File: src/rtl/lalu_pkg.sv
// lalu_pkg: shared fetch widths and the buffered fetch entry layout
package lalu_pkg;
  localparam int ADDR_W = 6;
  localparam int INSTR_W = 16;
  typedef struct packed {
    logic [INSTR_W-1:0] instr;
    logic [ADDR_W-1:0]  pc;
  } fetch_entry_t;
endpackage

File: src/rtl/fetch_skid_fifo.sv
// fetch_skid_fifo: register FIFO holding fetched words, with flush taking priority over push/pop
module fetch_skid_fifo
  import lalu_pkg::*;
#(
  parameter int DEPTH = 2
) (
  input  logic                         clk,
  input  logic                         rst_n,
  input  logic                         i_push,
  input  logic                         i_pop,
  input  logic                         i_flush,
  input  fetch_entry_t                 i_data,
  output fetch_entry_t                 o_head,
  output logic [$clog2(DEPTH+1)-1:0]   o_count
);
  localparam int PW = (DEPTH > 1) ? $clog2(DEPTH) : 1;
  localparam int CW = $clog2(DEPTH+1);
  fetch_entry_t  r_mem [DEPTH];
  logic [PW-1:0] r_rd, r_wr;
  logic [CW-1:0] r_count;
  logic [PW-1:0] w_rd_nxt, w_wr_nxt;
  assign w_rd_nxt = (r_rd == PW'(DEPTH-1)) ? '0 : r_rd + 1'b1;
  assign w_wr_nxt = (r_wr == PW'(DEPTH-1)) ? '0 : r_wr + 1'b1;
  assign o_head   = r_mem[r_rd];
  assign o_count  = r_count;
  always_ff @(posedge clk or negedge rst_n) begin
    if (!rst_n) begin
      r_rd    <= '0;
      r_wr    <= '0;
      r_count <= '0;
      for (int i = 0; i < DEPTH; i++) r_mem[i] <= '0;
    end else if (i_flush) begin
      r_count <= '0;
      r_rd    <= r_wr;
    end else begin
      if (i_push) begin
        r_mem[r_wr] <= i_data;
        r_wr        <= w_wr_nxt;
      end
      if (i_pop) r_rd <= w_rd_nxt;
      r_count <= r_count + CW'(i_push) - CW'(i_pop);
    end
  end
endmodule

File: src/rtl/instr_fetch.sv
// instr_fetch: issues PC to a 1-cycle ROM, buffers returned words, and throttles the PC
module instr_fetch
  import lalu_pkg::*;
#(
  parameter int DEPTH = 2
) (
  input  logic               clk,
  input  logic               rst,
  input  logic [ADDR_W-1:0]  pc,
  input  logic               jmp,
  output logic               pc_en,
  output logic [ADDR_W-1:0]  imem_addr,
  input  logic [INSTR_W-1:0] imem_data,
  output logic               instr_valid,
  input  logic               instr_ready,
  output logic [INSTR_W-1:0] instr,
  output logic [ADDR_W-1:0]  instr_pc
);
  localparam int CW = $clog2(DEPTH+1);
  localparam int OW = CW + 1;
  logic              r_inflight;
  logic [ADDR_W-1:0] r_req_pc;
  logic [CW-1:0]     w_count;
  logic              w_pop, w_push, w_issue;
  fetch_entry_t      w_head;
  assign instr_valid = (w_count != '0);
  assign w_pop       = instr_valid & instr_ready;
  assign w_push      = r_inflight & !jmp;
  // Reserve a slot for the word already in flight so the FIFO can never overflow
  assign w_issue     = !jmp & ((OW'(w_count) + OW'(r_inflight) - OW'(w_pop)) < OW'(DEPTH));
  assign pc_en       = rst & (w_issue | jmp);
  assign imem_addr   = pc;
  assign instr       = w_head.instr;
  assign instr_pc    = w_head.pc;
  always_ff @(posedge clk or negedge rst) begin
    if (!rst) begin
      r_inflight <= 1'b0;
      r_req_pc   <= '0;
    end else begin
      r_inflight <= w_issue;
      if (w_issue) r_req_pc <= pc;
    end
  end
  fetch_skid_fifo #(.DEPTH(DEPTH)) u_fifo (
    .clk     (clk),
    .rst_n   (rst),
    .i_push  (w_push),
    .i_pop   (w_pop),
    .i_flush (jmp),
    .i_data  ('{instr: imem_data, pc: r_req_pc}),
    .o_head  (w_head),
    .o_count (w_count)
  );
endmodule

File: config.mk
export PLATFORM = sky130hd
export DESIGN_NAME = instr_fetch
export DESIGN_NICKNAME = d
export VERILOG_FILES = /design/src/rtl/lalu_pkg.sv /design/src/rtl/fetch_skid_fifo.sv /design/src/rtl/instr_fetch.sv
export SDC_FILE = /design/constraint.sdc
export NUM_CORES = 1
export LEC_CHECK = 0
export BUFFER_PORTS_ARGS = -buffer_cell sky130_fd_sc_hd__clkbuf_2
export CAP_MARGIN = 5
export CORE_ASPECT_RATIO = 1.25
export CORE_MARGIN = 2
export CORE_UTILIZATION = 58
export DETAILED_ROUTE_END_ITERATION = 10
export GPL_TIMING_DRIVEN = 0
export PLACE_DENSITY_LB_ADDON = 0.08
export REMOVE_ABC_BUFFERS = 1
export SYNTH_ARGS = -nofsm -noshare
export SYNTH_HDL_FRONTEND = slang
export SYNTH_SLANG_ARGS = --single-unit
export TNS_END_PERCENT = 30
File: constraint.sdc
create_clock -name clk -period 4.49 [get_ports clk]
set_input_delay 0.449 -clock clk [delete_from_list [all_inputs] [get_ports clk]]
set_output_delay 0.449 -clock clk [all_outputs]
set_load 0.01 [all_outputs]
==> metrics.txt <==
Buffers on Ports=55; first-pass GRT wire length=7.500 mm; Crit path depth=7; Arrival @ worst endpoint=2.24 ns; Power Density=743.1 nW/um^2; status=completed; Leak=1.502 nW; most frequent cells in the layout=55 x dfrtp_1, 54 x clkbuf_2, 40 x mux2_4; final worst slack=1.797 ns; CP Launch Type=flip-flop; sum of negative setup slack=0 ns; DRT antenna net count=0; most common cell after layout, fill and taps aside=dfrtp_1; vias in the first global route=1521; total gr overflow=0; CTS Sinks=55; drt pass-1 iters=4; RSZ-0062 raised after global routing=false; Syn Area/Cell=16.00 sq um; Slew Viols, Final=0; Synth warnings=0; Final period util=59.97%; Area contributors post-synth=dfrtp_1 51%, mux2_4 22%, mux2_2 14%; Clock Latency Late Sink=0.31 ns; Total GRT Usage=19.65%; max incr delay on CP=0.48 ns; fin nets=245; hold_buf cts=0; Routed wire per std cell=16.71 um; initial DRC count=65; Distinct cells, synth=27; max-cap viol count=0; worst slack at placement=2.063 ns; reg2reg end=r_req_pc[1]$_DFFE_PN0P_; number of remaining DRC errors=0; Worst-Margin Slew=1.003 ns; CP startpoint=u_fifo.o_count[1]$_DFF_PN0_; r2r setup slk=2.22 ns; Peak Freq=371.4 MHz; clk buf depth=2; worst reg2reg path startpoint=u_fifo.o_count[1]$_DFF_PN0_; DIE AREA=5198 sq um; Mapped Cells=168; crit path kind=reg -> out; maximum VDD drop=428.7 uV; critical-path cell list=and3b_1 -> o21ai_0 -> fa_1 -> xor2_1 -> nor2_1 -> o21a_1 -> clkbuf_2; Final Cell Area=3020 sq um; Yosys reg bits=55; pin count of the biggest net entering global routing=57; fillers=320; Root Driver=clkbuf_8; Core Util, Final=68.25%; H-Tree Depth=2; Vias/cell=5.199; area of the mapped netlist=2688 sq um; Core ar.=4425 sq um; via count=1435; Final Hold Viols=0; CTS resizes=0; fin crit period=2.693 ns; initial core utilization=60.73%; Site Rows=27; DRT Wirelength=4.612 mm; # diodes=0; fraction of layout instances using a drive strength above 1=65.14%; skew final=0.005702 ns; DP HPWL=3.086 mm; Slowest-stage cell, CP=dfrtp_1; Area Growth Syn to Fin=12.38%; Synth area leader=dfrtp_1; clk slew on worst S/H paths=0.10 ns; Hold WC Path Type=in -> async; Die X-Extent=64.89 um; Buf+Inv Stages, Crit Path=1; Reg2Reg Depth=6; Setup violations, final=0; postcts setup bufs=0; delay-heaviest family, CP=flip-flops; WP data required=4.04 ns; CTS buffer count=5; Max FO, Critical Path=7; DP Area=2903 sq um; antenna violations before repair=0; I/O Pins=56; sequential share of the synthesized area=51.21%; TritonCTS clock tree=yes; crit path to=pc_en; Worst setup EP type=output pin; die height=80.11 um; share of Yosys cell area claimed by the top area cell type=51.21%; Fin Hold WS=0.02454 ns; GP Congestion=0.7093; Slew headroom=33.12%
-- worst reg2reg max path: stages (launching register included) --
cell	delay, ns
dfrtp_1	0.48
and3b_1	0.25
o21ai_0	0.13
fa_1	0.49
inv_1	0.07
nor3_4	0.35
mux2_2	0.39
-- how the worst min path moves through the flow --
stage / startpoint / endpoint / slack [ns] / depth (start not counted)
floorplan: rst / r_inflight$_DFF_PN0_ / 0.15 / 0
global placement: u_fifo.r_mem[5]$_DFFE_PN0P_ / u_fifo.r_mem[5]$_DFFE_PN0P_ / 0.48 / 1
detailed placement: u_fifo.r_mem[21]$_DFFE_PN0P_ / u_fifo.r_mem[21]$_DFFE_PN0P_ / 0.49 / 1
CTS: imem_data[13] / u_fifo.r_mem[41]$_DFFE_PN0P_ / 0.37 / 2
global route: rst / u_fifo.r_mem[9]$_DFFE_PN0P_ / 0.02 / 1
finish: rst / u_fifo.r_mem[41]$_DFFE_PN0P_ / 0.02 / 1
-- per-layer routing --
layer | GRT usage [%] | routed length (um) | part of all wire [%]
met1 | 24.55 | 1974 | 43
met2 | 33.40 | 2402 | 52
met3 | 4.482 | 171 | 3.7
met4 | 7.021 | 64 | 1.4
met5 | 0 | 0 | 0
-- state kept, by name (all words and copies together), names as in the netlist --
signal / cells
r_inflight: 1
r_req_pc: 6
u_fifo.o_count: 2
u_fifo.r_mem: 44
u_fifo.r_rd: 1
u_fifo.r_wr: 1
-- synthesized netlist by cell type, drive strengths merged --
master,count
nor3,1
buf,13
clkbuf,1
inv,1
fa,1
ha,1
or2,1
dfrtp,55
nor2b,4
and2b,1
nand2,2
xor2,3
nor4bb,1
xnor2,1
and3b,1
a21oi,1
nand2b,1
o21a,1
mux2,73
o21ai,3
nor2,2
-- cell type report --
class                   count  area, sq um  area share (%)
clock inverters             3        28.78          0.9528
well taps                  58        72.57           2.403
multi-input cells          98         1175           38.90
repair buffers             56        295.3           9.776
clock buffers               5        68.82           2.278
inverters                   1        3.754          0.1243
flip-flops and latches     55         1376           45.57
-- metrics by stage --
step | total power, mW | std cells
after detailed placement | 1.977 | 267
after CTS | 2.268 | 275
final | 2.244 | 276
after floorplan | 1.657 | 154
after global placement | 1.919 | 267
after global routing | 2.390 | 276
-- cell families after synthesis --
| kind of cell | share of synthesized area, % |
|---|---|
| flops | 51.21 |
| buf+inv | 5.074 |
| compound gates | 1.024 |
| fa+ha+maj | 1.210 |
| simple gates | 4.004 |
| mux | 36.17 |
| xor+xnor | 1.304 |
-- report_power, final --
group          switching [mW]  internal [mW]  total [mW]
Clock                   0.167          0.116       0.283
Sequential              0.193          0.745       0.938
Combinational           0.373          0.650        1.02
Note: power is estimated with default switching activity, not from simulation.
